`config.mk`:
```
export PLATFORM = sky130hd
export DESIGN_NAME = lsu
export DESIGN_NICKNAME = d
export VERILOG_FILES = /design/src/rtl/lsu_pkg.sv /design/src/rtl/lsu_load_align.sv /design/src/rtl/lsu.sv
export SDC_FILE = /design/constraint.sdc
export NUM_CORES = 1
export LEC_CHECK = 0
export CAP_MARGIN = 0
export CORE_MARGIN = 3
export CORE_UTILIZATION = 40
export CTS_BUF_LIST = sky130_fd_sc_hd__clkbuf_16
export DETAILED_ROUTE_END_ITERATION = 16
export GPL_TIMING_DRIVEN = 0
export PLACE_DENSITY = 0.74
export SLEW_MARGIN = 20
export SYNTH_ARGS = -nofsm -noshare
export SYNTH_HDL_FRONTEND = slang
export SYNTH_SLANG_ARGS = --single-unit
export TNS_END_PERCENT = 50
```
`constraint.sdc`:
```
create_clock -name clk -period 8.99 [get_ports clk]
set_input_delay 1.3485 -clock clk [delete_from_list [all_inputs] [get_ports clk]]
set_output_delay 1.3485 -clock clk [all_outputs]
set_load 0.005 [all_outputs]
```
`src/rtl/lsu_pkg.sv`:
```
`default_nettype none
// ============================================================================
// Module   : lsu_pkg
// Brief    : Shared encodings for the load/store/writeback stage.
// Revision : 1.0 - initial release
// ============================================================================
package lsu_pkg;

    localparam int XLEN_DEF = 32;
    localparam int AW_DEF   = 32;

    localparam logic [1:0] OP_ALU   = 2'd0;
    localparam logic [1:0] OP_LOAD  = 2'd1;
    localparam logic [1:0] OP_STORE = 2'd2;
    localparam logic [1:0] OP_RSVD  = 2'd3;

    localparam logic [2:0] F3_B  = 3'b000;
    localparam logic [2:0] F3_H  = 3'b001;
    localparam logic [2:0] F3_W  = 3'b010;
    localparam logic [2:0] F3_BU = 3'b100;
    localparam logic [2:0] F3_HU = 3'b101;

    localparam logic [1:0] SZ_B = 2'd0;
    localparam logic [1:0] SZ_H = 2'd1;
    localparam logic [1:0] SZ_W = 2'd2;

    typedef enum logic [1:0] {
        ST_IDLE = 2'd0,
        ST_REQ  = 2'd1,
        ST_RSP  = 2'd2
    } lsu_state_e;

    // funct3[2] only selects signedness; the low bits carry the access size.
    function automatic logic [1:0] f3_size(input logic [2:0] funct3);
        case (funct3[1:0])
            2'b00:   f3_size = SZ_B;
            2'b01:   f3_size = SZ_H;
            default: f3_size = SZ_W;
        endcase
    endfunction

endpackage
`default_nettype wire

```
`src/rtl/lsu_load_align.sv`:
```
`default_nettype none
// ============================================================================
// Module   : lsu_load_align
// Brief    : Selects the addressed byte/half lane of a load word and extends it.
// Revision : 1.0 - initial release
// ============================================================================
module lsu_load_align
    import lsu_pkg::*;
#(
    parameter int XLEN = XLEN_DEF
) (
    input  logic [XLEN-1:0] rdata,
    input  logic [1:0]      lane,
    input  logic [2:0]      funct3,
    output logic [XLEN-1:0] data
);

    logic [7:0]  w_byte;
    logic [15:0] w_half;
    logic        w_signed;

    assign w_signed = !funct3[2];
    assign w_half   = lane[1] ? rdata[31:16] : rdata[15:0];

    always_comb begin
        w_byte = rdata[7:0];
        case (lane)
            2'd1:    w_byte = rdata[15:8];
            2'd2:    w_byte = rdata[23:16];
            2'd3:    w_byte = rdata[31:24];
            default: w_byte = rdata[7:0];
        endcase
    end

    always_comb begin
        data = rdata;
        case (f3_size(funct3))
            SZ_B:    data = {{(XLEN-8){w_signed && w_byte[7]}}, w_byte};
            SZ_H:    data = {{(XLEN-16){w_signed && w_half[15]}}, w_half};
            default: data = rdata;
        endcase
    end

endmodule
`default_nettype wire

```
`src/rtl/lsu.sv`:
```
`default_nettype none
// ============================================================================
// Module   : lsu
// Brief    : Load/store and writeback stage; sole register-file writer.
//            Define LSU_MISALIGN_TRAP_EN to trap misaligned H/W accesses.
// Revision : 1.0 - initial release
// ============================================================================
module lsu
    import lsu_pkg::*;
#(
    parameter int XLEN = XLEN_DEF,
    parameter int AW   = AW_DEF
) (
    input  logic            clk,
    input  logic            rst,
    input  logic            exu_lsu_vld,
    output logic            lsu_exu_rdy,
    input  logic [1:0]      exu_lsu_op,
    input  logic [2:0]      exu_lsu_funct3,
    input  logic [AW-1:0]   exu_lsu_addr,
    input  logic [XLEN-1:0] exu_lsu_data,
    input  logic [4:0]      exu_lsu_rd,
    output logic            lsu_dmem_req_vld,
    input  logic            dmem_lsu_req_rdy,
    output logic            lsu_dmem_we,
    output logic [AW-1:0]   lsu_dmem_addr,
    output logic [3:0]      lsu_dmem_wstrb,
    output logic [XLEN-1:0] lsu_dmem_wdata,
    input  logic            dmem_lsu_rsp_vld,
    input  logic [XLEN-1:0] dmem_lsu_rdata,
    output logic            lsu_rf_wb_vld,
    output logic [4:0]      lsu_rf_wb_addr,
    output logic [XLEN-1:0] lsu_rf_wb_data,
    output logic            lsu_exc_vld
);

    lsu_state_e      r_state;
    lsu_state_e      w_state_nxt;

    logic            w_accept;
    logic            w_is_mem;
    logic            w_trap;
    logic            w_start;
    logic [1:0]      w_size;
    logic [3:0]      w_wstrb;
    logic [XLEN-1:0] w_wdata;
    logic [XLEN-1:0] w_load_data;

    logic            r_we;
    logic [AW-1:0]   r_addr;
    logic [3:0]      r_wstrb;
    logic [XLEN-1:0] r_wdata;
    logic [4:0]      r_rd;
    logic [2:0]      r_funct3;
    logic [1:0]      r_lane;

    logic            r_wb_vld;
    logic [4:0]      r_wb_addr;
    logic [XLEN-1:0] r_wb_data;

    assign w_accept = exu_lsu_vld && (r_state == ST_IDLE);
    assign w_size   = f3_size(exu_lsu_funct3);
    assign w_is_mem = w_accept && (exu_lsu_op == OP_LOAD || exu_lsu_op == OP_STORE);

`ifdef LSU_MISALIGN_TRAP_EN
    logic r_exc_vld;

    assign w_trap = w_is_mem &&
                    ((w_size == SZ_H && exu_lsu_addr[0]) ||
                     (w_size == SZ_W && exu_lsu_addr[1:0] != 2'b00));

    always_ff @(posedge clk or posedge rst) begin
        if (rst) r_exc_vld <= 1'b0;
        else     r_exc_vld <= w_trap;
    end

    assign lsu_exc_vld = r_exc_vld;
`else
    // Without the trap, low address bits below natural alignment are simply
    // ignored by the strobe and lane logic.
    assign w_trap      = 1'b0;
    assign lsu_exc_vld = 1'b0;
`endif

    assign w_start = w_is_mem && !w_trap;

    always_ff @(posedge clk or posedge rst) begin
        if (rst) r_state <= ST_IDLE;
        else     r_state <= w_state_nxt;
    end

    always_comb begin
        w_state_nxt      = r_state;
        lsu_exu_rdy      = 1'b0;
        lsu_dmem_req_vld = 1'b0;
        case (r_state)
            ST_IDLE: begin
                lsu_exu_rdy = 1'b1;
                if (w_start) w_state_nxt = ST_REQ;
            end
            ST_REQ: begin
                lsu_dmem_req_vld = 1'b1;
                if (dmem_lsu_req_rdy) w_state_nxt = r_we ? ST_IDLE : ST_RSP;
            end
            ST_RSP: begin
                if (dmem_lsu_rsp_vld) w_state_nxt = ST_IDLE;
            end
            default: w_state_nxt = ST_IDLE;
        endcase
    end

    always_comb begin
        w_wstrb = 4'b1111;
        w_wdata = exu_lsu_data;
        case (w_size)
            SZ_B: begin
                w_wstrb = 4'b0001 << exu_lsu_addr[1:0];
                w_wdata = {(XLEN/8){exu_lsu_data[7:0]}};
            end
            SZ_H: begin
                w_wstrb = exu_lsu_addr[1] ? 4'b1100 : 4'b0011;
                w_wdata = {(XLEN/16){exu_lsu_data[15:0]}};
            end
            default: ;
        endcase
    end

    // Request fields are frozen at accept so they stay stable while REQ waits.
    always_ff @(posedge clk or posedge rst) begin
        if (rst) begin
            r_we     <= 1'b0;
            r_addr   <= '0;
            r_wstrb  <= 4'b0000;
            r_wdata  <= '0;
            r_rd     <= 5'd0;
            r_funct3 <= 3'd0;
            r_lane   <= 2'd0;
        end else if (w_start) begin
            r_we     <= (exu_lsu_op == OP_STORE);
            r_addr   <= {exu_lsu_addr[AW-1:2], 2'b00};
            r_wstrb  <= w_wstrb;
            r_wdata  <= w_wdata;
            r_rd     <= exu_lsu_rd;
            r_funct3 <= exu_lsu_funct3;
            r_lane   <= exu_lsu_addr[1:0];
        end
    end

    lsu_load_align #(
        .XLEN (XLEN)
    ) u_load_align (
        .rdata  (dmem_lsu_rdata),
        .lane   (r_lane),
        .funct3 (r_funct3),
        .data   (w_load_data)
    );

    always_ff @(posedge clk or posedge rst) begin
        if (rst) begin
            r_wb_vld  <= 1'b0;
            r_wb_addr <= 5'd0;
            r_wb_data <= '0;
        end else begin
            r_wb_vld <= 1'b0;
            if (w_accept && exu_lsu_op == OP_ALU && exu_lsu_rd != 5'd0) begin
                r_wb_vld  <= 1'b1;
                r_wb_addr <= exu_lsu_rd;
                r_wb_data <= exu_lsu_data;
            end else if (r_state == ST_RSP && dmem_lsu_rsp_vld && r_rd != 5'd0) begin
                r_wb_vld  <= 1'b1;
                r_wb_addr <= r_rd;
                r_wb_data <= w_load_data;
            end
        end
    end

    assign lsu_dmem_we    = r_we;
    assign lsu_dmem_addr  = r_addr;
    assign lsu_dmem_wstrb = r_wstrb;
    assign lsu_dmem_wdata = r_wdata;
    assign lsu_rf_wb_vld  = r_wb_vld;
    assign lsu_rf_wb_addr = r_wb_addr;
    assign lsu_rf_wb_data = r_wb_data;

endmodule
`default_nettype wire
```
======== Word level (Yosys, flattened, before mapping) ========
Index checks and enable logic that the tools add are counted.
word-level totals
  bits in writable memories ............... 0
  memories ................................ 0
  word-level logic and storage cells ...... 67
  latch bits .............................. 0
  output and inout port bits .............. 110
  memory bits (read-only) ................. 0
  register bits after elaboration ......... 117
operators by class
  bitwise operators ....................... 0
  reductions and logical operators ........ 20
  div/mod/pow operators ................... 0
  shift operators ......................... 1
  $add $sub $neg .......................... 0
  equal/unequal tests ..................... 14
  muxes and demuxes ....................... 21
  multiply operators ...................... 0
  order comparisons ....................... 0
operators by type and width
  cell                   number
  $pmux W32 S2           2
  $mux W32               2
  $pmux W8 S3            1
  $mux W16               1
  $eq A2 B1 Y1 const B   7
  $logic_not A2 Y1       6
  $mux W5                2
  $reduce_bool A5 Y1     2
  $eq A2 B2 Y1 const B   4
  $logic_and A1 B1 Y1    8
  $mux W2                4
  $pmux W2 S2            2
  $pmux W4 S2            1
  $ne A2 B2 Y1 const B   3
  $pmux W2 S3            1
  $mux W1                4
  $mux W4                1
  $shl A1 B2 Y4 const A  1
  $reduce_and A3 Y1      1
  $reduce_bool A2 Y1     1
  $logic_not A1 Y1       1
  $logic_or A1 B1 Y1     1

======== Longest topological paths before layout ========
Gate-level depths: netlist of the first run.
  word-level depth ........................ 6
  depth in mapped cells ................... 8
  mapped depth without buffers ............ 7

======== Modules after synthesis ========
A second synthesis of the first run with hierarchy kept.
unflattened totals
  cell total of the unflattened synthesis .. 702
  area total of the unflattened synthesis .. 6,110.9 sq um
modules (own cells, without submodules)
  module          sequential area each (sq um)  cells an instance  area an instance (sq um)  times used
  lsu             2,927.8                       569                5,127.4                   1
  lsu_load_align  0.0                           133                983.4                     1

======== Least setup slack after synthesis of the first run ========
OpenSTA, ideal clock, no wires.
  path kind ............................... input to register
  start ................................... in exu_lsu_rd[0]
  end ..................................... reg r_wb_data[15], in the netlist lsu_rf_wb_data[15]
  setup time .............................. 0.123 ns
  path buffers ............................ 1
  arrival ................................. 2.825 ns
  cell stages on the path ................. 6
  path slack .............................. 6.043 ns
  required time ........................... 8.867 ns
  cells stage by stage .................... or4_1 -> o21a_1 -> clkbuf_1 -> nor2_2 -> inv_1 -> o221a_2
on the way
  cells in the longest elaborated chain, start to end .. 3
  elaborated cells on any way between the ends .. 4
  classes of those cells .................. mux (1); reduce/logical (3)
ends and longest elaborated chain
  what                                            RTL line    text
  start, declared                                 lsu.sv:22   input logic [4:0] exu_lsu_rd,
  $reduce_bool A5 Y1 *                            lsu.sv:165  if (w_accept && exu_lsu_op == OP_ALU && exu_lsu_rd != 5'd0) begin
  $logic_and A1 B1 Y1 *                           lsu.sv:165
  $mux W32 or $reduce_bool A2 Y1 (tied branches)  --
  end signal, assigned                            lsu.sv:168  r_wb_data <= exu_lsu_data;
  end signal, assigned                            lsu.sv:172  r_wb_data <= w_load_data;
  end, declared                                   lsu.sv:59   logic [XLEN-1:0] r_wb_data;
Mark *: on every way between the ends. The rest lies on a longest branch, timed or not.
A chain may end at the register's enable or synchronous reset.

======== Final worst setup path of the first run ========
  start ................................... in dmem_lsu_rdata[31]
  end ..................................... reg r_wb_data[24], in the netlist lsu_rf_wb_data[24]
on the way
  cells in the longest elaborated chain, start to end .. 5
  elaborated cells on any way between the ends .. 7
  classes of those cells .................. mux (5); reduce/logical (2)
ends and longest elaborated chain
  what                                           RTL line                                    text
  start, declared                                lsu.sv:30                                   input logic [XLEN-1:0] dmem_lsu_rdata,
  $pmux W8 S3 or $mux W16 (tied branches)        lsu_load_align.sv:27, lsu_load_align.sv:23
  $logic_and A1 B1 Y1, on equally long branches  lsu_load_align.sv:38, lsu_load_align.sv:39
  $pmux W32 S2 *                                 lsu_load_align.sv:37                        case (f3_size(funct3))
  $mux W32 *                                     lsu.sv:169                                  end else if (r_state == ST_RSP && dmem_lsu_rsp_vld && r_rd != 5'd0) begin
  $mux W32 *                                     lsu.sv:165
Mark *: on every way between the ends. The rest lies on a longest branch, timed or not. The select of a mux whose other input is x is not followed.

==> results.json, run 1 <==
{
  "via_per_inst": 5.47,
  "timing_worst_setup_path_type": "in -> reg",
  "path_clk_slew_ns": 0.06,
  "gp_congestion": 0.929,
  "grt_pass1_vias": 5777,
  "final_layout_size_suffix_gt1_share_pct": 5.11,
  "antenna_left": 0,
  "required_ns": 9.26,
  "critPathTopFamily": "buffers and inverters",
  "num-nets-final": 961,
  "worstPathArrival_ns": 3.73,
  "cts_tree": "yes",
  "io_buffers": 216,
  "dieWidth_um": 125,
  "end_kind": "register",
  "area_growth_pct": 53.7,
  "clock_skew_ns": 0.00694,
  "irDropWorstVdd_mv": 0.202,
  "period_share_pct": 38.6,
  "wl_per_cell_um": 20.3,
  "max_freq_mhz": 289,
  "clockPowerShare_pct": 25.8,
  "cts_buffers": 17,
  "grt_pass1_wl_mm": 32.8,
  "cpMaxStageDelayCell": "a2111oi_0",
  "power_frac_seq_pct": 32.7,
  "drtIter0Drc": 467,
  "maxSlewViolCount": 0,
  "ys.flop_type": "dfrtp_1",
  "slew_headroom_pct": 44.4,
  "leakage_nw": 3.91,
  "totalNegativeSetupSlack_ns": 0,
  "worst_pin_slew_ns": 0.830,
  "total_power_w": 0.00285,
  "min_period_ns": 3.47,
  "n_fill_cell": 1082,
  "pin_count": 221,
  "critPathMaxFanout": 10,
  "cts_buffer_depth": 2,
  "crit_chain": "clkdlybuf4s50_1 > mux4_2 > and3b_1 > buf_6 > clkbuf_1 > a2111oi_0 > o2bb2ai_1",
  "cpPeakStageDelay_ns": 0.71,
  "cts_resized": 0,
  "hold_class": "reg -> reg",
  "num_rows": 42,
  "synth-edff-count": 0,
  "synth_cell_types": 42,
  "antenna_found_initial": 0,
  "wl_mm": 21.1,
  "yosys_register_bits": 117,
  "ys.warnings.count": 0,
  "status": "finished clean",
  "clock_sinks": 117,
  "cts.htree.levels": 4,
  "die_area_sq_mm": 0.0157,
  "drc": 0,
  "finalSetupViolations": 0,
  "rsz0062_at_grt": "false",
  "start_util_pct": 41.9,
  "multi_input_area_sq_mm": 0.00250,
  "regArea_sq_mm": 0.00293,
  "pwr-share-comb_pct": 41.6,
  "start_kind": "input port",
  "cts-root-buf": "clkbuf_16",
  "seq_area_frac_synth_pct": 51.4,
  "core_sq_mm": 0.0136,
  "grtUsageTotal_pct": 26.8,
  "dp_hpwl_mm": 16.0,
  "clkLatencyLatePin_ns": 0.41,
  "syn_inst": 610,
  "p_int_w": 0.00192,
  "crit_buf_inv": 3,
  "die_y_um": 125,
  "cap_violations": 0,
  "switching_share_pct": 32.7,
  "syn-mean-instance-area_sq_um": 9.34,
  "cts_setup_buffers": 0,
  "drt_first_pass_iters": 5,
  "finalHoldViolations": 0,
  "grt_max_degree": 79,
  "syn_area_sq_mm": 0.00570,
  "ctsHoldBuffers": 0,
  "p_per_area_mw_per_mm2": 325,
  "power.switching_w": 0.000933,
  "num_vias": 5674,
  "ys_async_sr_fraction_pct": 100,
  "grt_overflow": 0
}
[final timing paths]
check	from	end	slack (ns)	cells past startpoint
min reg2reg	lsu_dmem_addr[9]$_DFFE_PP0P_	lsu_dmem_addr[9]$_DFFE_PP0P_	0.48	2
max reg2reg	r_lane[0]$_DFFE_PP0P_	lsu_rf_wb_data[24]$_DFFE_PP0P_	6.47	7
min	lsu_dmem_addr[9]$_DFFE_PP0P_	lsu_dmem_addr[9]$_DFFE_PP0P_	0.48	2
max in group asynchronous	rst	lsu_rf_wb_addr[3]$_DFFE_PP0P_	6.99	3
max	dmem_lsu_rdata[31]	lsu_rf_wb_data[24]$_DFFE_PP0P_	5.52	7
min in group asynchronous	rst	lsu_dmem_wdata[29]$_DFFE_PP0P_	1.30	2
[worst reg2reg max path, delay by kind of cell, from the launching register on]
family	cells	cell delay (ns)
compound gates	2	0.84
buf+inv	3	0.65
flops	1	0.31
mux	1	0.38
simple gates	1	0.19
[flip-flops by register name (all words and copies together), names as in the netlist]
register	flops
lsu_dmem_addr	30
lsu_dmem_wdata	32
lsu_dmem_we	1
lsu_dmem_wstrb	4
lsu_rf_wb_addr	5
lsu_rf_wb_data	32
lsu_rf_wb_vld	1
r_funct3	3
r_lane	2
r_rd	5
r_state	2
[routing by layer]
| metal | part of all wire (%) | wire (um) | track usage [%] | up-vias |
|---|---|---|---|---|
| met5 | 0 | 0 | 0 | - |
| met4 | 3.3 | 704 | 11.0 | 0 |
| li1 | - | - | - | 2604 |
| met3 | 7.2 | 1530 | 6.78 | 47 |
| met1 | 42 | 8940 | 35.3 | 2755 |
| met2 | 47 | 9920 | 42.3 | 268 |
[cells in the mapped netlist, drive strengths merged (2+ instances only)]
master,count,share of area [%]
a2111oi,16,2.5
a21oi,32,2.8
a221o,8,1.4
a22oi,5,0.66
a31oi,3,0.33
and2,2,0.22
and3,2,0.22
and3b,2,0.31
buf,9,1.2
clkbuf,43,2.8
dfrtp,117,51
ha,2,0.44
inv,12,0.79
mux2i,39,6.8
nand2,174,11
nand2b,12,1.3
nand3,9,0.79
nand3b,6,0.79
nor2,15,1.0
nor2b,14,1.5
o211ai,6,0.79
o21a,2,0.26
o21ai,36,3.2
o221a,3,0.59
o22ai,6,0.66
o2bb2ai,17,2.6
o311a,7,1.2
or4,2,0.26
[power groups by stage]
stage                     clock, W  sequential (W)  combinational [W]
after floorplan                  0        0.000923           0.000479
after global placement           0        0.000924            0.00115
after detailed placement         0        0.000931            0.00118
after CTS                 0.000741        0.000930            0.00119
after global routing      0.000766        0.000963            0.00128
final                     0.000734        0.000932            0.00118
[logic make-up (layout without fill, tap and decap cells)]
| kind of cell | after synthesis | in the layout | synth area share, % |
|---|---|---|---|
| buffers and inverters | 65 | 314 | 4.92 |
| AOI/OAI and AO/OA | 145 | 145 | 17.6 |
| and+or+nand+nor | 239 | 239 | 18.2 |
| other | 1 | 4 | 0.0658 |
| DFF | 117 | 117 | 51.4 |
| muxes | 41 | 41 | 7.44 |
| adders and majority gates | 2 | 2 | 0.439 |
[metrics by stage]
stage          hold WS, ns  instance area [sq um]  setup WS, ns  util, %  cells
6_report             0.476                   8760          5.52     64.4   1038
5_1_grt              0.504                   8760          5.41     64.3   1037
4_1_cts              0.476                   8760          5.58     64.3   1037
3_5_place_dp         0.461                   8120          5.17     59.7   1005
3_3_place_gp         0.459                   8090          2.97     59.4   1004
2_1_floorplan        0.447                   5710          4.54        -    612
[cells in the final DEF, fill, tap and decap left out, drive strengths merged, types with 7 or more instances in the layout]
cell	instances
nor2	15
o21ai	36
buf	10
a2111oi	16
nand3	9
a221o	8
clkbuf	60
clkdlybuf4s50	216
o311a	7
o2bb2ai	17
a21oi	32
inv	15
nand2b	12
nor2b	14
clkinv	8
nand2	174
dfrtp	117
mux2i	39
[layout make-up]
cell class | instances | share of cell area [%]
flip-flops and latches | 117 | 33.4
repair buffers | 217 | 25.0
well taps | 176 | 2.51
diodes | 1 | 0.0286
inverters | 13 | 0.614
clock inverters | 15 | 2.40
multi-input cells | 430 | 28.5
clock buffers | 17 | 4.86
plain buffers | 52 | 2.64
No activity file was read; power rests on OpenSTA's default activity.
==> inputs of run 2 (changes only) <==
--- a/config.mk
+++ b/config.mk
@@ -11,7 +11,7 @@
 export CTS_BUF_LIST = sky130_fd_sc_hd__clkbuf_16
 export DETAILED_ROUTE_END_ITERATION = 16
 export GPL_TIMING_DRIVEN = 0
-export PLACE_DENSITY = 0.74
+export PLACE_DENSITY = 0.77
 export SLEW_MARGIN = 20
 export SYNTH_ARGS = -nofsm -noshare
 export SYNTH_HDL_FRONTEND = slang
==> constraint.sdc (replaced) <==
create_clock -name clk -period 3.1 [get_ports clk]
set_input_delay 0.465 -clock clk [delete_from_list [all_inputs] [get_ports clk]]
set_output_delay 0.465 -clock clk [all_outputs]
set_load 0.005 [all_outputs]
==> run 2 against run 1 <==
Register-to-register slack got worse by 5.9 ns. Sequential cell count unchanged. Clock skew increased by 0.0011 ns. Setup slack got worse by 5.0 ns. Final cell count about the same. Critical path depth decreased by 1. First-iteration DRC count increased by 29%. Combinational power increased to 2.9 times the previous value. Via count increased by 0.46%. Total power increased to 2.9 times the previous value. Global-route usage decreased by 0.076 points. Final area about the same. Largest power group unchanged.
==> results.json, run 2 (same netlist as run 1, synthesis figures left out) <==
{
  "cts_setup_buffers": 0,
  "cpMaxStageDelayCell": "a2111oi_0",
  "cts_buffer_depth": 2,
  "final_util_pct": 64.4,
  "antenna_left": 0,
  "r2r_slack_ns": 0.59,
  "grt_pass1_wl_mm": 32.8,
  "whs_ns": 0.439,
  "via_per_inst": 5.49,
  "grt_overflow": 0,
  "r2r-end": "lsu_rf_wb_data[25]$_DFFE_PP0P_",
  "cts_resized": 0,
  "path_clk_slew_ns": 0.05,
  "cts-root-buf": "clkbuf_16",
  "num-nets-final": 963,
  "finalSetupViolations": 0,
  "num_rows": 42,
  "io_buffers": 216,
  "max_freq_mhz": 394,
  "cpPeakStageDelay_ns": 0.71,
  "start_kind": "input port",
  "reg2reg_from": "r_lane[0]$_DFFE_PP0P_",
  "cts_tree": "yes",
  "grt_pass1_vias": 5893,
  "n_antenna_cell": 0,
  "worstPathArrival_ns": 2.80,
  "wl_mm": 21.0,
  "maxSlewViolCount": 0,
  "slew_headroom_pct": 44.5,
  "area_growth_pct": 53.8,
  "cts_buffers": 17,
  "critPathMaxFanout": 10,
  "min_period_ns": 2.54,
  "ctsHoldBuffers": 0,
  "pin_count": 221,
  "leakage_nw": 3.91,
  "antenna_found_initial": 0,
  "worst_pin_slew_ns": 0.829,
  "start_util_pct": 41.9,
  "drt_first_pass_iters": 5,
  "clock_skew_ns": 0.00807,
  "clkLatencyLatePin_ns": 0.42,
  "critPathTopFamily": "compound AO/OA/AOI/OAI gates",
  "wl_per_cell_um": 20.2,
  "grt_max_degree": 35,
  "p_per_area_mw_per_mm2": 935,
  "num_vias": 5700,
  "period_share_pct": 81.8,
  "required_ns": 3.36,
  "drtIter0Drc": 603,
  "n_fill_cell": 1070,
  "irDropWorstVdd_mv": 0.581,
  "crit_chain": "clkdlybuf4s50_1 > or4_1 > o21a_1 > clkbuf_1 > a2111oi_0 > o2bb2ai_1",
  "dieWidth_um": 125,
  "final_cell_mix": "216 x clkdlybuf4s50_1, 174 x nand2_1, 117 x dfrtp_1",
  "status": "finished clean",
  "die_area_sq_mm": 0.0157,
  "end_kind": "register",
  "hold_class": "in -> async",
  "grtUsageTotal_pct": 26.7,
  "rsz0062_at_grt": "false",
  "cts.htree.levels": 4,
  "final_layout_size_suffix_gt1_share_pct": 5.45,
  "rr_worst_depth": 7,
  "die_y_um": 125,
  "cap_violations": 0,
  "drc": 0,
  "dp_hpwl_mm": 16.0,
  "gp_congestion": 0.935,
  "core_sq_mm": 0.0136,
  "layout_commonest_cell": "clkdlybuf4s50_1",
  "finalHoldViolations": 0,
  "clock_sinks": 117,
  "totalNegativeSetupSlack_ns": 0,
  "timing_worst_setup_path_type": "in -> reg",
  "crit_buf_inv": 2
}
==> run 2: cell count changes in the layout (fill, tap and decap cells not counted) <==
cell        delta
buf_12         +3
buf_16         -1
bufinv_16      -1
clkinv_1       -2
clkinv_2       +1
clkinv_4       -1
clkinvlp_4     +3
diode_2        -1
inv_1          +1
inv_6          -1
==> run 2: where the power goes <==
part,switching [W],leakage (nW),internal (W)
combinational,0.00151,2.14,0.00191
sequential,0.000474,1.46,0.00224
clock,0.000719,0.303,0.00134
==> run 2: worst max path at each step <==
| stage | endpoint | start | slack [ns] | cells after the start |
|---|---|---|---|---|
| after floorplan | lsu_rf_wb_data[15]$_DFFE_PP0P_ | exu_lsu_rd[0] | 1.04 | 6 |
| after global placement | lsu_dmem_wdata[20]$_DFFE_PP0P_ | rst | 0.18 | 2 |
| after detailed placement | lsu_rf_wb_data[25]$_DFFE_PP0P_ | dmem_lsu_rdata[31] | 0.18 | 7 |
| after CTS | lsu_rf_wb_data[25]$_DFFE_PP0P_ | dmem_lsu_rdata[31] | 0.60 | 7 |
| after global routing | lsu_rf_wb_data[15]$_DFFE_PP0P_ | exu_lsu_rd[0] | 0.46 | 7 |
| final | lsu_rf_wb_data[25]$_DFFE_PP0P_ | exu_lsu_rd[3] | 0.56 | 6 |
==> run 2: through the flow <==
step / power, W / cell area (sq um) / worst slack, ns / std cells
floorplan: 0.00407 / 5710 / 1.04 / 612
global placement: 0.00601 / 8090 / 0.180 / 1004
detailed placement: 0.00612 / 8150 / 0.179 / 1007
CTS: 0.00821 / 8770 / 0.604 / 1039
global route: 0.00866 / 8770 / 0.464 / 1039
finish: 0.00819 / 8770 / 0.564 / 1039
==> run 2: metal layers <==
layer  wire length [um]  vias up  GRT usage (%)  share of wire [%]
met5                  0        -              0                  0
met4                852        0           13.3                4.1
met3               1700       60           6.44                8.1
met2               9750      299           41.7                 46
met1               8690     2739           34.9                 41
li1                   -     2602              -                  -
==> run 2: area by class of cell <==
class                   count  area, sq um  share of cell area, %
multi-input cells         430         2500                   28.5
repair buffers            219         2220                   25.3
flip-flops and latches    117         2930                   33.4
well taps                 176          220                   2.51
inverters                  13         52.6                  0.599
clock inverters            15          188                   2.14
plain buffers              52          231                   2.64
clock buffers              17          425                   4.85
==> inputs of run 3 (changes only) <==
--- a/config.mk
+++ b/config.mk
@@ -11,7 +11,7 @@
 export CTS_BUF_LIST = sky130_fd_sc_hd__clkbuf_16
 export DETAILED_ROUTE_END_ITERATION = 16
 export GPL_TIMING_DRIVEN = 0
-export PLACE_DENSITY = 0.77
+export PLACE_DENSITY = 0.74
 export SLEW_MARGIN = 20
 export SYNTH_ARGS = -nofsm -noshare
 export SYNTH_HDL_FRONTEND = slang
==> constraint.sdc (replaced) <==
create_clock -name clk -period 2.5 [get_ports clk]
set_input_delay 0.375 -clock clk [delete_from_list [all_inputs] [get_ports clk]]
set_output_delay 0.375 -clock clk [all_outputs]
set_load 0.005 [all_outputs]
==> run 3 against run 2 <==
Via count is 1.2% lower. Worst hold slack got worse by 0.10 ns. Clock-buffer cell count unchanged. Sequential power rose by 24%. Global-route usage down 0.54 points.
==> results.json, run 3 (same netlist as run 1, synthesis figures left out) <==
{
  "layout_commonest_cell": "clkdlybuf4s50_1",
  "clock_skew_ns": 0.00745,
  "start_util_pct": 41.9,
  "drtIter0Drc": 424,
  "dieWidth_um": 125,
  "p_per_area_mw_per_mm2": 1130,
  "die_area_sq_mm": 0.0157,
  "drt_first_pass_iters": 5,
  "clkLatencyLatePin_ns": 0.41,
  "end_kind": "register",
  "die_y_um": 125,
  "period_share_pct": 99.3,
  "critical_path_cell_count": 7,
  "grt_overflow": 0,
  "max_freq_mhz": 403,
  "grtUsageTotal_pct": 26.2,
  "required_ns": 2.80,
  "r2r-end": "lsu_rf_wb_data[7]$_DFFE_PP0P_",
  "path_clk_slew_ns": 0.05,
  "start_kind": "input port",
  "via_per_inst": 5.43,
  "final_layout_size_suffix_gt1_share_pct": 4.99,
  "io_buffers": 216,
  "cts-root-buf": "clkbuf_16",
  "cpMaxStageDelayCell": "or4_1",
  "final_cell_mix": "216 x clkdlybuf4s50_1, 174 x nand2_1, 117 x dfrtp_1",
  "wl_mm": 20.8,
  "dp_hpwl_mm": 15.9,
  "hold_class": "in -> async",
  "antenna_found_initial": 0,
  "critPathTopFamily": "simple AND/OR/NAND/NOR gates",
  "reg2reg_from": "r_rd[2]$_DFFE_PP0P_",
  "gp_congestion": 0.914,
  "status": "finished clean",
  "ctsHoldBuffers": 0,
  "rsz0062_at_grt": "true",
  "irDropWorstVdd_mv": 0.508,
  "cap_violations": 0,
  "top_layer_used": "met4",
  "worst_pin_slew_ns": 0.828,
  "cpPeakStageDelay_ns": 0.56,
  "min_period_ns": 2.48,
  "core_sq_mm": 0.0136,
  "slew_headroom_pct": 44.6,
  "timing_worst_setup_path_type": "in -> reg",
  "post-place-ws_ns": -0.329,
  "num_vias": 5634,
  "grt_max_degree": 35,
  "grt_pass1_vias": 5709,
  "critPathMaxFanout": 10,
  "final_area_sq_mm": 0.00869,
  "maxSlewViolCount": 0,
  "worstPathArrival_ns": 2.78,
  "n_antenna_cell": 0,
  "leakage_nw": 3.86,
  "cts_buffer_depth": 2,
  "wl_met3_mm": 1.49,
  "postPlaceCellArea_sq_mm": 0.00815,
  "cts.htree.levels": 4,
  "rr_worst_depth": 6,
  "finalSetupViolations": 0,
  "setup_ws_ns": 0.0181,
  "drc": 0,
  "num_rows": 42,
  "grt_pass1_wl_mm": 32.1,
  "crit_chain": "clkdlybuf4s50_1 > or4_1 > o21a_1 > clkbuf_1 > nor2_2 > inv_1 > o221a_2",
  "drt-met1-wl_mm": 8.85,
  "cts_buffers": 17,
  "cts_tree": "yes",
  "crit_buf_inv": 3,
  "num-nets-final": 963,
  "finalHoldViolations": 0,
  "pin_count": 221,
  "crit_end": "lsu_rf_wb_data[7]$_DFFE_PP0P_",
  "r2r_slack_ns": 0.08,
  "area_growth_pct": 52.4,
  "final_util_pct": 63.8,
  "antenna_left": 0,
  "clock_sinks": 117,
  "crit_start": "exu_lsu_rd[0]",
  "wl_met2_mm": 9.89,
  "wl_per_cell_um": 20.1
}
-- run 3: cell types whose count changed in the layout (fill, tap and decap cells not counted), sizes merged --
cell,before,now
inv,15,14
clkinv,6,8
clkinvlp,3,4
bufinv,4,1
-- run 3: area by class of cell --
type,count,area [sq um]
multi-input cells,430,2510
fillers,1124,4920
repair buffers,219,2220
plain buffers,52,231
inverters,13,52.6
well taps,176,220
clock inverters,14,98.8
clock buffers,17,425
flip-flops and latches,117,2930
-- run 3: repair_timing --
| action | in CTS | in global routing |
|---|---|---|
| endpoints found under the setup margin | 0 | 9 |
| setup buffers | 0 | 0 |
| gates resized for setup | 0 | 7 |
-- run 3: per-layer routing --
layer  track usage (%)  vias to the layer above
met2              42.1                      259
met4              10.1                        0
met1              34.8                     2724
met3              5.46                       41
met5                 0                        -
li1                  -                     2610
-- run 3: worst min path at each step --
stage	startpoint	endpoint	slack, ns	depth (start not counted)
after floorplan	r_funct3[2]$_DFFE_PP0P_	r_funct3[2]$_DFFE_PP0P_	0.45	2
after global placement	lsu_dmem_addr[31]$_DFFE_PP0P_	lsu_dmem_addr[31]$_DFFE_PP0P_	0.46	2
after detailed placement	lsu_dmem_addr[22]$_DFFE_PP0P_	lsu_dmem_addr[22]$_DFFE_PP0P_	0.46	2
after CTS	rst	r_rd[4]$_DFFE_PP0P_	0.35	2
after global routing	rst	r_rd[4]$_DFFE_PP0P_	0.38	2
final	rst	r_rd[4]$_DFFE_PP0P_	0.34	2
-- run 3: report_power, final --
part,switching (W),internal (W)
Sequential,0.000569,0.00278
Combinational,0.00187,0.00238
Clock,0.000852,0.00133
Total,0.00329,0.00649
-- run 3: worst reg2reg max path: stages (launching register included) --
cell      delay, ns
dfrtp_1        0.40
or4_1          0.56
o21a_1         0.19
clkbuf_1       0.24
nor2_2         0.39
inv_1          0.23
o221a_2        0.29
-- run 3: metrics by stage --
step                      hold WS, ns  power (W)  TNS (ns)  instances
after floorplan                 0.447    0.00504         0        612
after global placement          0.459    0.00746    -45.40       1004
after detailed placement        0.465    0.00757    -11.15       1007
after CTS                       0.345    0.00979         0       1038
after global routing            0.376     0.0103   -0.0532       1038
final                           0.336    0.00978         0       1038
==> RTL change 1 (config.mk and constraints of run 1) <==
The package constant `AW_DEF` goes from 32 to 64.
--- a/src/rtl/lsu_pkg.sv
+++ b/src/rtl/lsu_pkg.sv
@@ -9,3 +9,3 @@
     localparam int XLEN_DEF = 32;
-    localparam int AW_DEF   = 32;
+    localparam int AW_DEF   = 64;
 
Interface: changed (resized exu_lsu_addr and lsu_dmem_addr); port bits go from 221 to 285. No check against the original RTL was run, so the function may have changed too.
==> RTL change 1 against run 1 <==
  * Sequential cell count increased by 32
  * First-iteration DRC count down 4.5%
  * Sequential power up 26%
  * Worst setup slack better by 180 ps
  * Total power increased by 20%
  * Area after synthesis increased by 23%
  * Critical path depth increased by 1
  * Cell area is 23% higher
  * Wire length increased by 24%
  * Maximum frequency rose by 5.6%
==> RTL change 1: results (changes against run 1) <==
.. list-table::
   :header-rows: 1

   * - Metric
     - Value
   * - Result of the run
     - completed
   * - DP Area
     - 10140 um^2 (+25%)
   * - Worst-Skew Late Latency
     - 440 ps (+30 ps)
   * - Capture point of the critical path
     - r_funct3[1]
   * - Share of final-layout standard cells stronger than drive strength 1
     - 6.673% (+1.6 points)
   * - Top cells by instance count after synthesis
     - sky130_fd_sc_hd__nand2_1 (270), sky130_fd_sc_hd__dfrtp_1 (149), sky130_fd_sc_hd__mux2i_1 (40)
   * - GR Layer Usage met2
     - 45.53% (+3.2 points)
   * - Clock Skew
     - 11.89 ps (+4.946 ps)
   * - Routed met1 length
     - 10360 um (+16%)
   * - Post-synthesis sequential area ratio
     - 53.08% (+1.7 points)
   * - Cell Pwr Density
     - 317.1 nW/um^2 (-2.6%)
   * - Worst setup startpoint
     - exu_lsu_op[0]
   * - Setup slack, reg-to-reg
     - 6890 ps (+420 ps)
   * - Routing usage on met3
     - 8.564% (+1.8 points)
   * - Number of DRC markers in iteration 0
     - 446 (-4.5%)
   * - Synth area leaders
     - sky130_fd_sc_hd__dfrtp_1 (53%), sky130_fd_sc_hd__nand2_1 (14%), sky130_fd_sc_hd__mux2i_1 (5.7%)
   * - Global-route total usage across every layer
     - 27.17% (+0.40 points)
   * - Logic gate share of total power
     - 43.0% (+1.4 points)
   * - Pin count of the biggest net entering global routing
     - 90 (+14%)
   * - Via/cell ratio
     - 5.299 (-3.1%)
   * - Slowest cell delay on critical path
     - 520 ps (-190 ps)
   * - Synth Area in Adders
     - 0.3563% (-0.083 points)
   * - Met3 WL
     - 2386 um (+56%)
   * - Share of total power in sequential cells
     - 34.3% (+1.6 points)
   * - Wire length of the first global-routing pass
     - 40570 um (+24%)
   * - Net switching fraction of the power
     - 33.46% (+0.76 points)
   * - Compound-cell area share of the yosys netlist
     - 12.79% (-4.8 points)
   * - Worst rel slew slack
     - 55.06% (+11 points)
   * - DP HPWL
     - 19660 um (+23%)
   * - Share of synthesized area spent on multiplexers
     - 6.021% (-1.4 points)
   * - Cell type of the slowest stage on the worst timing path
     - sky130_fd_sc_hd__clkbuf_1
   * - Weighted congestion reported at the end of routability-driven placement
     - 0.9299 (about the same)
   * - Capturing point of the worst reg2reg path
     - lsu_rf_wb_data[12]
[RTL change 1: changes by cell type in the layout (fill, tap and decap cells not counted), sizes merged, moves of 19 or more]
cell / run 1 / this run
buf: 10 / 31
clkdlybuf4s50: 216 / 280
dfrtp: 117 / 149
nand2: 174 / 270
nand3: 9 / 30
nor2: 15 / 34
[RTL change 1: cell families after synthesis]
family                   after synthesis
AND/OR/NAND/NOR                      374
flip-flops                           149
AO/OA/AOI/OAI                        123
buffers and inverters                 74
multiplexers                          41
adder cells (fa/ha/maj)                2
other                                  1
[RTL change 1: through the flow]
stage / utilization [%] / instances
global route: 63.83 / 1299
finish: 63.83 / 1299
global placement: 59.90 / 1266
detailed placement: 60.11 / 1267
floorplan: - / 766
CTS: 63.83 / 1299
[RTL change 1: worst min path at each step]
| stage | start | end | slack (ps) |
|---|---|---|---|
| 3_5_place_dp | lsu_dmem_addr[17] | lsu_dmem_addr[17] | 460 |
| 5_1_grt | lsu_dmem_addr[5] | lsu_dmem_addr[5] | 500 |
| 3_3_place_gp | lsu_dmem_addr[58] | lsu_dmem_addr[58] | 460 |
| 6_report | lsu_dmem_addr[62] | lsu_dmem_addr[62] | 470 |
| 4_1_cts | lsu_dmem_addr[27] | lsu_dmem_addr[27] | 480 |
| 2_1_floorplan | r_rd[4] | r_rd[4] | 470 |
[RTL change 1: area by class of cell]
type | instances | share of cell area [%]
clock buffers | 17 | 3.949
plain buffers | 57 | 2.834
inverters | 17 | 0.6620
multi-input cells | 543 | 27.24
flip-flops and latches | 149 | 34.61
repair buffers | 281 | 26.27
clock inverters | 15 | 1.882
well taps | 220 | 2.555
==> RTL change 2 (config.mk and constraints of run 1) <==
Without the edit above. Re-encode `lsu_state_e` (3 states) as one-hot, 3 bits wide.
--- a/src/rtl/lsu_pkg.sv
+++ b/src/rtl/lsu_pkg.sv
@@ -26,6 +26,6 @@
 
-    typedef enum logic [1:0] {
-        ST_IDLE = 2'd0,
-        ST_REQ  = 2'd1,
-        ST_RSP  = 2'd2
+    typedef enum logic [2:0] {
+        ST_IDLE = 3'b001,
+        ST_REQ  = 3'b010,
+        ST_RSP  = 3'b100
     } lsu_state_e;
Formal check against the unedited RTL: same outputs for any inputs over 10 cycles, from zero or initial values and one cycle with rst high; not proved beyond that.
==> RTL change 2 against run 1 <==
  * First-iteration DRC count is 26% lower
  * Worst setup slack gained 410 ps
  * Wire length decreased by 0.63%
  * Sequential cell count is 1 higher
  * Area after synthesis is 2.4% higher
  * Total power increased by 1.3%
  * Global-route usage is 0.65 points lower
  * Cell area increased by 1.0%
  * Critical endpoint is now lsu_exu_rdy
==> RTL change 2: results (changes against run 1) <==
.. list-table::
   :header-rows: 1

   * - Metric
     - Value
   * - Result of the run
     - completed
   * - Wirelength, routed
     - 20960 um (-0.63%)
   * - Weighted congestion reported at the end of routability-driven placement
     - 0.8856 (-4.7%)
   * - Critical Path Fanout Max
     - 7 (-3)
   * - Clock Skew
     - 8.258 ps (+1.315 ps)
   * - Routed via count
     - 5320 (-6.2%)
   * - Leakage power summed over all cells
     - 0.003777 uW (-3.3%)
   * - Number of combinational gates with multiple inputs
     - 373 (-13%)
   * - Via count of the first global-routing pass
     - 5689 (-1.5%)
   * - Number of port buffers
     - 217 (+0.46%)
   * - Post-route non-filler standard cell count
     - 973 (-6.3%)
   * - Capturing point of the worst reg2reg path
     - lsu_rf_wb_data[1]
   * - Antenna fix cells
     - 0 (-1)
   * - Register area
     - 2954 um^2 (+0.90%)
   * - Maximum VDD drop
     - 0.0001917 V (-5.0%)
   * - Die width
     - 126.8 um (+1.2%)
   * - Distinct cell type count of the synthesized netlist
     - 44 (+4.8%)
   * - Wire length of the first global-routing pass
     - 32160 um (-2.1%)
   * - Number of DRC markers in iteration 0
     - 344 (-26%)
   * - DP Area
     - 8275 um^2 (+1.9%)
   * - Post-synthesis sequential area ratio
     - 50.60% (-0.77 points)
   * - Final core occ
     - 62.77% (-1.6 points)
   * - Top cells by instance count after synthesis
     - sky130_fd_sc_hd__dfrtp_1 (117), sky130_fd_sc_hd__nand2_1 (60), sky130_fd_sc_hd__mux2_2 (50)
   * - Fillers
     - 1165 (+7.7%)
   * - Setup slack, reg-to-reg
     - 6950 ps (+480 ps)
   * - Synthesized instance count
     - 541 (-11%)
   * - Source of the worst hold timing path
     - lsu_dmem_wstrb[2]
   * - Worst hold margin
     - 478.3 ps (+1.984 ps)
   * - Worst Tran Pin Value
     - 837.8 ps (+7.456 ps)
   * - DP HPWL
     - 16100 um (+0.69%)
   * - Flip-flop and latch count
     - 118 (+0.85%)
   * - Pin count of the biggest net entering global routing
     - 72 (-8.9%)
   * - Hold path endpoint
     - lsu_dmem_wstrb[2]
   * - Multi-input logic area
     - 2614 um^2 (+4.6%)
   * - Launching point of the worst reg2reg path
     - r_state[1]
   * - Share of final-layout standard cells stronger than drive strength 1
     - 15.26% (+10 points)
   * - Global-route total usage across every layer
     - 26.13% (-0.65 points)
   * - Number of logic inverters in the finished layout
     - 8 (-5)
   * - Clock buffer and inverter area fraction after layout
     - 6.476% (-0.78 points)
   * - Synth area leaders
     - sky130_fd_sc_hd__dfrtp_1 (50%), sky130_fd_sc_hd__mux2_2 (9.6%), sky130_fd_sc_hd__mux2i_1 (6.5%)
RTL change 2: changes by cell type in the layout (fill, tap and decap cells not counted), moves of 17 or more:
cell                        change
sky130_fd_sc_hd__nand2_1      -114
sky130_fd_sc_hd__mux2_2        +50
sky130_fd_sc_hd__clkbuf_1      -28
sky130_fd_sc_hd__nor2_1        +18
sky130_fd_sc_hd__o2bb2ai_1     -17
RTL change 2: logic make-up (layout without fill, tap and decap cells):
logic type                 count (synthesis)  count (layout)  share of synthesized area [%]
and+or+nand+nor                          164             164                          13.33
DFF                                      118             118                          50.60
AOI/OAI and AO/OA                        116             116                          14.66
muxes                                     88              88                          16.16
buffers and inverters                     52             302                          4.758
adders and majority gates                  2               2                         0.4286
other                                      1               3                        0.06423
RTL change 2: critical path, cell delays in order (launching register included):
cell and delay, ps:
sky130_fd_sc_hd__dfstp_2 580, sky130_fd_sc_hd__nand2b_1 90, sky130_fd_sc_hd__nor2_1 90, sky130_fd_sc_hd__clkdlybuf4s50_1 530
RTL change 2: worst max-delay path by stage:
stage,to,start,slack (ps),cells after the start
3_5_place_dp,lsu_rf_wb_data[1],dmem_lsu_rsp_vld,5520,8
4_1_cts,lsu_exu_rdy,r_state[0],5920,3
5_1_grt,lsu_rf_wb_data[0],dmem_lsu_rsp_vld,5860,7
2_1_floorplan,lsu_dmem_addr[10],rst,4510,1
6_report,lsu_exu_rdy,r_state[0],5930,3
3_3_place_gp,lsu_rf_wb_data[31],rst,2900,2
RTL change 2: layer usage:
layer | GRT usage [%] | up-vias | wire length, um
met5 | 0 | - | 0
met4 | 10.73 | 0 | 622
met2 | 41.59 | 265 | 9749
met3 | 9.179 | 43 | 2030
li1 | - | 2431 | -
met1 | 32.47 | 2581 | 8555
RTL change 2: power breakdown:
part	switching, uW	internal, uW
Sequential	157	795
Combinational	524	742
Clock	245	427
